<file path="config.mk">
export PLATFORM = sky130hd
export DESIGN_NAME = mem_lsu
export DESIGN_NICKNAME = d
export VERILOG_FILES = /design/src/rtl/mem_lsu.sv
export SDC_FILE = /design/constraint.sdc
export NUM_CORES = 1
export LEC_CHECK = 0
export ABC_AREA = 1
export ABC_CLOCK_PERIOD_IN_PS = 2000
export CAP_MARGIN = 20
export CORE_UTILIZATION = 43
export CTS_CLUSTER_DIAMETER = 100
export DETAILED_ROUTE_END_ITERATION = 16
export GPL_TIMING_DRIVEN = 0
export PLACE_DENSITY = 0.78
export SKIP_LAST_GASP = 1
export SLEW_MARGIN = 0
export SYNTH_ARGS = -nofsm -noshare
export SYNTH_HDL_FRONTEND = slang
export SYNTH_SLANG_ARGS = --single-unit
</file>
<file path="constraint.sdc">
create_clock -name clk -period 2 [get_ports clk]
set_clock_uncertainty 0.05 [all_clocks]
set_input_delay 0.2 -clock clk [delete_from_list [all_inputs] [get_ports clk]]
set_output_delay 0.2 -clock clk [all_outputs]
set_load 0.01 [all_outputs]
</file>
<file path="src/rtl/mem_lsu.sv">
// mem_lsu: MEM-stage load/store unit that drives a valid/ready data-memory bus and formats load data.
// Optional macro LSU_MISALIGN_TRAP_EN: misaligned half/word accesses skip the bus and raise Misalign_Err.
module mem_lsu #(
    parameter int DATA_WIDTH     = 32,
    parameter int BUS_ADDR_WIDTH = 32
) (
    input  logic                      clk,
    input  logic                      rst,
    input  logic                      MEM_Mem_r,
    input  logic                      MEM_Mem_w,
    input  logic [2:0]                MEM_Funct3,
    input  logic [BUS_ADDR_WIDTH-1:0] MEM_ALU_Result,
    input  logic [DATA_WIDTH-1:0]     MEM_Rs2_Data,
    output logic                      D_req,
    input  logic                      D_ready,
    output logic                      D_we,
    output logic [BUS_ADDR_WIDTH-1:0] D_addr,
    output logic [DATA_WIDTH-1:0]     D_wdata,
    output logic [3:0]                D_wstrb,
    input  logic [DATA_WIDTH-1:0]     D_rdata,
    input  logic                      D_rvalid,
    output logic [DATA_WIDTH-1:0]     MEM_Mem_R_Data,
    output logic                      Stall,
    output logic                      Misalign_Err
);

    typedef enum logic [1:0] {
        IDLE = 2'd0,
        REQ  = 2'd1,
        WAIT = 2'd2,
        DONE = 2'd3
    } state_t;

    state_t                    state_r;
    state_t                    state_nxt_s;
    logic                      access_s;
    logic                      trap_s;
    logic                      stall_s;
    logic [1:0]                offs_s;
    logic [2:0]                funct3_r;
    logic [1:0]                offs_r;
    logic                      d_req_r;
    logic                      d_we_r;
    logic [BUS_ADDR_WIDTH-1:0] d_addr_r;
    logic [DATA_WIDTH-1:0]     d_wdata_r;
    logic [3:0]                d_wstrb_r;
    logic [DATA_WIDTH-1:0]     rdata_r;
    logic                      misalign_err_r;

    function automatic logic [31:0] store_lanes(input logic [1:0] size, input logic [31:0] rs2);
        logic [31:0] lanes;
        case (size)
            2'b00:   lanes = {4{rs2[7:0]}};
            2'b01:   lanes = {2{rs2[15:0]}};
            default: lanes = rs2;
        endcase
        return lanes;
    endfunction

    function automatic logic [3:0] store_strobes(input logic [1:0] size, input logic [1:0] offs);
        logic [3:0] strb;
        case (size)
            2'b00:   strb = 4'b0001 << offs;
            2'b01:   strb = 4'b0011 << {offs[1], 1'b0};
            default: strb = 4'b1111;
        endcase
        return strb;
    endfunction

    function automatic logic [31:0] load_format(input logic [2:0]  f3,
                                                input logic [1:0]  offs,
                                                input logic [31:0] word);
        logic [7:0]  b;
        logic [15:0] h;
        logic [31:0] res;
        case (offs)
            2'b00:   b = word[7:0];
            2'b01:   b = word[15:8];
            2'b10:   b = word[23:16];
            default: b = word[31:24];
        endcase
        h = offs[1] ? word[31:16] : word[15:0];
        case (f3)
            3'b000:  res = {{24{b[7]}}, b};
            3'b100:  res = {24'd0, b};
            3'b001:  res = {{16{h[15]}}, h};
            3'b101:  res = {16'd0, h};
            default: res = word;
        endcase
        return res;
    endfunction

    assign access_s = MEM_Mem_r | MEM_Mem_w;

    // Byte offset actually used: misaligned half/word low bits are dropped.
    always_comb begin
        offs_s = MEM_ALU_Result[1:0];
        case (MEM_Funct3[1:0])
            2'b00:   offs_s = MEM_ALU_Result[1:0];
            2'b01:   offs_s = {MEM_ALU_Result[1], 1'b0};
            default: offs_s = 2'b00;
        endcase
    end

`ifdef LSU_MISALIGN_TRAP_EN
    // Misalignment detection on the raw address bits.
    always_comb begin
        trap_s = 1'b0;
        case (MEM_Funct3[1:0])
            2'b00:   trap_s = 1'b0;
            2'b01:   trap_s = MEM_ALU_Result[0];
            default: trap_s = (MEM_ALU_Result[1:0] != 2'b00);
        endcase
    end
`else
    assign trap_s = 1'b0;
`endif

    // Next-state logic.
    always_comb begin
        state_nxt_s = state_r;
        case (state_r)
            IDLE: begin
                if (access_s) begin
                    if (trap_s) begin
                        state_nxt_s = DONE;
                    end else begin
                        state_nxt_s = REQ;
                    end
                end else begin
                    state_nxt_s = IDLE;
                end
            end
            REQ: begin
                if (D_ready) begin
                    state_nxt_s = d_we_r ? DONE : WAIT;
                end else begin
                    state_nxt_s = REQ;
                end
            end
            WAIT: begin
                if (D_rvalid) begin
                    state_nxt_s = DONE;
                end else begin
                    state_nxt_s = WAIT;
                end
            end
            DONE:    state_nxt_s = IDLE;
            default: state_nxt_s = IDLE;
        endcase
    end

    // Pipeline freeze: held through the access, released in DONE, never during reset.
    always_comb begin
        stall_s = 1'b0;
        if (rst) begin
            stall_s = 1'b0;
        end else begin
            case (state_r)
                IDLE:    stall_s = access_s;
                REQ:     stall_s = 1'b1;
                WAIT:    stall_s = 1'b1;
                default: stall_s = 1'b0;
            endcase
        end
    end

    // State register, request latch, bus fields and load result.
    always_ff @(posedge clk) begin
        if (rst) begin
            state_r        <= IDLE;
            funct3_r       <= 3'd0;
            offs_r         <= 2'd0;
            d_req_r        <= 1'b0;
            d_we_r         <= 1'b0;
            d_addr_r       <= {BUS_ADDR_WIDTH{1'b0}};
            d_wdata_r      <= {DATA_WIDTH{1'b0}};
            d_wstrb_r      <= 4'd0;
            rdata_r        <= {DATA_WIDTH{1'b0}};
            misalign_err_r <= 1'b0;
        end else begin
            state_r <= state_nxt_s;
            case (state_r)
                IDLE: begin
                    if (access_s) begin
                        funct3_r       <= MEM_Funct3;
                        offs_r         <= offs_s;
                        d_addr_r       <= {MEM_ALU_Result[BUS_ADDR_WIDTH-1:2], 2'b00};
                        d_we_r         <= ~MEM_Mem_r;
                        d_wdata_r      <= MEM_Mem_r ? {DATA_WIDTH{1'b0}}
                                                    : store_lanes(MEM_Funct3[1:0], MEM_Rs2_Data);
                        d_wstrb_r      <= MEM_Mem_r ? 4'b0000
                                                    : store_strobes(MEM_Funct3[1:0], offs_s);
                        d_req_r        <= ~trap_s;
                        misalign_err_r <= trap_s;
                    end
                end
                REQ: begin
                    if (D_ready) begin
                        d_req_r <= 1'b0;
                    end
                end
                WAIT: begin
                    if (D_rvalid) begin
                        rdata_r <= load_format(funct3_r, offs_r, D_rdata);
                    end
                end
                DONE: begin
                    misalign_err_r <= 1'b0;
                end
                default: begin
                    d_req_r <= 1'b0;
                end
            endcase
        end
    end

    assign D_req          = d_req_r;
    assign D_we           = d_we_r;
    assign D_addr         = d_addr_r;
    assign D_wdata        = d_wdata_r;
    assign D_wstrb        = d_wstrb_r;
    assign MEM_Mem_R_Data = rdata_r;
    assign Stall          = stall_s;
    assign Misalign_Err   = misalign_err_r;

endmodule

</file>
Yosys cells after proc, flatten, opt, wreduce, memory -nomap -nowiden
Cells that the tools add are included.
- bits in read-only memories: 0
- output and inout port bits: 104
- memory bits (writable): 0
- bits in registers: 108
- bits in latches: 0
- logic and storage cells: 56
- input port bits: 105
- memories: 0
- reduce and logical (&&, ||, !) cells: 11
- $add $sub $neg: 0
- equal/unequal tests: 11
- shift operators: 2
- order comparisons: 0
- $mul: 0
- divide/modulo/power cells: 0
- bitwise operators: 2
- multiplexer cells: 20
- operators by type and width (operator ; number):
    $pmux W32 S4 ; 1
    $pmux W32 S2 ; 1
    $mux W32 ; 1
    $pmux W8 S3 ; 1
    $mux W16 ; 1
    $pmux W2 S4 ; 1
    $pmux W4 S2 ; 1
    $mux W1 ; 7
    $eq A2 B1 Y1 const B ; 3
    $eq A2 B2 Y1 const B ; 3
    $eq A3 B3 Y1 const B ; 2
    $logic_not A2 Y1 ; 3
    $pmux W1 S2 ; 3
    $reduce_and A2 Y1 ; 3
    $mux W4 ; 1
    $ne A2 B2 Y1 const B ; 2
    $pmux W2 S2 ; 1
    $reduce_bool A2 Y1 ; 2
    $shl A1 B2 Y4 const A ; 1
    $shl A2 B2 Y4 const A ; 1
    $eq A3 B1 Y1 const B ; 1
    $logic_not A3 Y1 ; 1
    $reduce_and A3 Y1 ; 1
    $mux W2 ; 1
    other kinds (3) ; 3

Logic depth before layout (Yosys ltp)
- word-level depth: 5
- gate-level depth with buffers: 9
- gate-level depth less buffers: 8

Worst setup path after synthesis
OpenSTA, ideal clock, no wires.
- path type: register to register
- start: reg state_r[0]
- end: reg rdata_r[28] (netlist: MEM_Mem_R_Data[28])
- slack: 0.518 ns
- buffers on the path: 1
- stages on the path, launching flop included: 9
- library setup time: 0.112 ns
- arrival: 1.320 ns
- data required time: 1.838 ns
- period minus slack after synthesis: 1.482 ns
- path through: dfxtp_1 inv_1 ha_1 nand2_1 inv_2 clkbuf_1 o21ai_0 o21ai_2 inv_1
- longest elaborated chain between the ends: 2
- ends and longest elaborated chain (item ; line ; RTL):
    from (decl) ; 34 ; state_t state_r;
    from (signal assigned) ; 182 ; state_r <= state_nxt_s;
    $eq A2 B2 Y1 ; 183 ; case (state_r)
    $reduce_and A2 Y1 (no source line) ; n/a ;
    to (signal assigned) ; 179 ; rdata_r <= {DATA_WIDTH{1'b0}};
    to (signal assigned) ; 205 ; rdata_r <= load_format(funct3_r, offs_r, D_rdata);
    to (decl) ; 47 ; logic [DATA_WIDTH-1:0] rdata_r;
No other way between the ends.
A chain may end at the register's enable or synchronous reset.

Worst setup path in the final report
- start: reg state_r[0]
- end: out Stall
- longest elaborated chain between the ends: 4
- elaborated cells on any way between the ends: 6
- ends and longest elaborated chain (item ; line ; RTL):
    $eq A2 B2 Y1 or $eq A2 B1 Y1 (tied branches) ; 159 ; case (state_r)
    $reduce_or A2 Y1 (no source line) ; n/a ;
    $pmux W1 S2 * ; 159 ;
    $mux W1 * ; 156 ; if (rst) begin
    to (decl) ; 23 ; output logic Stall,
Mark *: on every way between the ends. The rest lies on a longest branch, timed or not.

==> key figures <==
CTS
  • Hold-fix buffers at CTS: 0
  • Root Driver: clkbuf_16
  • CTS HTree Levels: 3
  • # Post-CTS Setup Buffers: 0
  • Clock-pin slew on the worst setup and hold paths: about 0.07 ns
  • CTS buffer count: 9
  • Clk sinks: 107
  • CTS tree: built
  • Insertion delay to the later sink of the worst-skew pair: ~0.35 ns
  • Max clock buf depth: 2

STA
  • Final period util: 0.930
  • Fmax: 537 MHz
  • Final min period: 1.86 ns
  • TNS Setup: 0 ns
  • Final WS setup: roughly 0.14 ns
  • Worst slew margin: 0.638
  • Worst Tran Pin Value: about 0.54 ns
  • Final setup viols: 0
  • Max Slew Vio Count: 0
  • Hold WS: roughly 0.42 ns
  • RSZ-0062 raised after global routing: false
  • Hold Fails Final Rpt: 0

Logic synthesis
  • Compound-Gate Fraction of Synth Area: 0.175
  • Seq/Total Area, Yosys: 0.435
  • Adder-Cell Fraction of Synth Area: 0.0127
  • YS warnings: 0
  • Post-synth EDFFs: 0
  • Post-Synth Simple-Gate Area: 0.288
  • Synth area leaders: dfxtp_1, nand2_1, nor2_1, o21ai_0, a21oi_1
  • Synthesized cell area: 4920 um^2
  • #FFs+latches synth: 107
  • Distinct cells, synth: 32
  • Largest area contributor in the netlist: dfxtp_1
  • Synth Instances: 707
  • Largest family of logic cells by synthesized area: simple AND/OR/NAND/NOR gates
  • Share of the synthesized area in the top cell type: 0.435
  • Mux contribution to synthesized area: 0
  • Post-synthesis xor/xnor area fraction: 0
  • Main synth FF type: dfxtp_1
  • Post-synth ARST share: 0
  • Syn_area_per_cell: 6.97 um^2

Floorplan
  • Die span in x: 109 um
  • Starting Density: 0.448
  • Std-Cell Rows: 38
  • Core Box Area: 11000 um^2
  • I/O pin count: 209
  • Die height: around 110 um
  • DIE AREA: 11900 um^2

Routing
  • Drt wl/cell: about 15 um
  • 1st-pass router iterations: 5
  • Detailed Route WL: 16.2 mm
  • Vias per cell: 5.07
  • Vias: 5425
  • Final ANT Viol Nets: 0
  • Initial DRC count: roughly 250
  • # DRC: 0

Run
  • Max-cap violations: 0

Global route
  • Vias in the first global route: 5296
  • Pin count of the biggest net entering global routing: 20
  • Initial antenna violation count: 0
  • Grt ovf: 0
  • Total track usage: 0.278
  • First-pass GRT wire length: 25.3 mm

Final layout
  • Layout cells sized above 1: 0.0850
  • Post-Layout Cell Count: 1069
  • Total Nets Final: 1034
  • P&R area growth vs syn: 51.4%
  • Diode count: 0

Worst setup path
  • Crit path DAT: between 1.5 and 2 ns
  • Worst Path Max Fanout: 9
  • Worst setup SP type: flip-flop
  • Critical path required time: approximately 1.8 ns
  • Reg2reg path depth: 8
  • CP Capture Type: output pin
  • Setup Crit Path Kind: flip-flop to output pin

Power and ir drop
  • Total power: 6370 uW
  • Worst vdd ir: 0.000484 V
  • LEAKAGE: between 0.003 and 0.004 uW
  • PD cells: 854 nW/um^2

Placed design
  • Post-DP HPWL: ~12 mm
  • IO buf count: approximately 210
  • Placed Cells: 1054
  • DP Worst Slack: -0.204 ns
  • RD Place Congestion: roughly 0.93

Status
  • Status: finished, final reports clean

Min path
  • Hold Crit Depth: 2
  • Worst hold path class: flip-flop to flip-flop
==> state kept, by name, summed over array words and instances, names as in the netlist, named ones only <==
name and flops:
D_addr 30, funct3_r 3, D_we 1, D_wstrb 4
state_r 1, D_wdata 32, MEM_Mem_R_Data 32, offs_r 2
D_req 1
==> per-layer routing <==
| metal | vias up | global-route usage | share of wire | routed length [um] |
|---|---|---|---|---|
| li1 | 2670 | - | - | - |
| met1 | 2474 | 0.323 | 0.39 | 6330 |
| met2 | 251 | 0.469 | 0.48 | 7750 |
| met3 | 30 | 0.0819 | 0.11 | 1760 |
| met4 | 0 | 0.130 | 0.022 | 358 |
| met5 | - | 0 | 0 | 0 |
==> critical path: stages (launching register included) <==
cell and delay (ns):
dfxtp_2 0.35, inv_1 0.11, ha_1 0.23, o21ai_4 0.10
inv_4 0.12, nor2_1 0.05, nor3_1 0.13, clkbuf_2 0.17
==> power by group <==
part | internal (uW) | switching [uW] | leakage [uW]
Clock | 1010 | 814 | 0.000139
Combinational | 951 | 1070 | 0.00213
Sequential | 2380 | 147 | 0.000878
Total | 4340 | 2030 | 0.00315
==> cell usage in the layout, fill, tap and decap left out, types with 2 or more instances in the layout <==
master,netlist,routed
a21o_1,7,7
a21oi_1,53,53
buf_2,9,9
buf_4,11,11
clkbuf_1,21,22
clkbuf_16,0,9
clkbuf_2,0,2
clkdlybuf4s50_1,0,204
clkinvlp_4,0,2
conb_1,1,3
dfxtp_1,107,105
dfxtp_2,0,2
ha_1,5,5
inv_1,48,48
inv_2,4,4
inv_4,2,2
nand2_1,167,167
nand2_4,2,2
nand3_1,6,6
nand3_2,2,2
nand4_1,7,7
nor2_1,133,133
o211ai_1,5,5
o21ai_0,63,63
o21ai_2,11,10
o22ai_1,11,11
or2_1,5,5
or2_2,17,17
==> worst paths after layout <==
path	start	end	slack [ns]
max reg2reg	state_r[0]	MEM_Mem_R_Data[18]	0.23
min	D_wdata[27]	D_wdata[27]	0.42
max	state_r[0]	Stall	0.14
min reg2reg	D_wdata[27]	D_wdata[27]	0.42
==> final cells by class <==
type                    instances  area (um^2)
inverters                      54          208
repair buffers                205         2050
well taps                     140          175
plain buffers                  43          226
flip-flops and latches        107         2140
multi-input cells             504         2360
clock inverters                 4         50.0
fillers                       936         3520
clock buffers                  12          246
==> cells by family (layout without fill, tap and decap cells) <==
group                    count (synthesis)  in the layout
AND/OR/NAND/NOR                        343            343
AO/OA/AOI/OAI                          153            153
flip-flops                             107            107
buffers and inverters                   98            318
adder cells (fa/ha/maj)                  5              5
other                                    1              3
==> synthesized netlist by cell type, types with 2 or more instances <==
| cell | number |
|---|---|
| nand3_2 | 2 |
| nand2_4 | 2 |
| inv_1 | 48 |
| a21o_1 | 7 |
| buf_1 | 2 |
| or2_1 | 5 |
| inv_4 | 2 |
| clkbuf_1 | 21 |
| buf_4 | 11 |
| o21ai_2 | 11 |
| nand4_1 | 7 |
| o22ai_1 | 11 |
| ha_1 | 5 |
| o21ai_0 | 63 |
| o211ai_1 | 5 |
| or2_2 | 17 |
| nor2_1 | 133 |
| nand3_1 | 6 |
| a21oi_1 | 53 |
| dfxtp_1 | 107 |
| buf_2 | 9 |
| inv_2 | 4 |
| nand2_1 | 167 |
==> metrics by stage <==
step,cell area [um^2],utilization
after floorplan,4930,-
after global routing,7460,0.679
after global placement,7160,0.652
final,7460,0.679
after detailed placement,7160,0.652
after CTS,7460,0.679
==> repair_timing <==
action,CTS,global route
hold endpoints to repair,0,0
endpoints found under the setup margin,1,4
gates resized for setup,5,4
(Power assumes the default switching activity.)
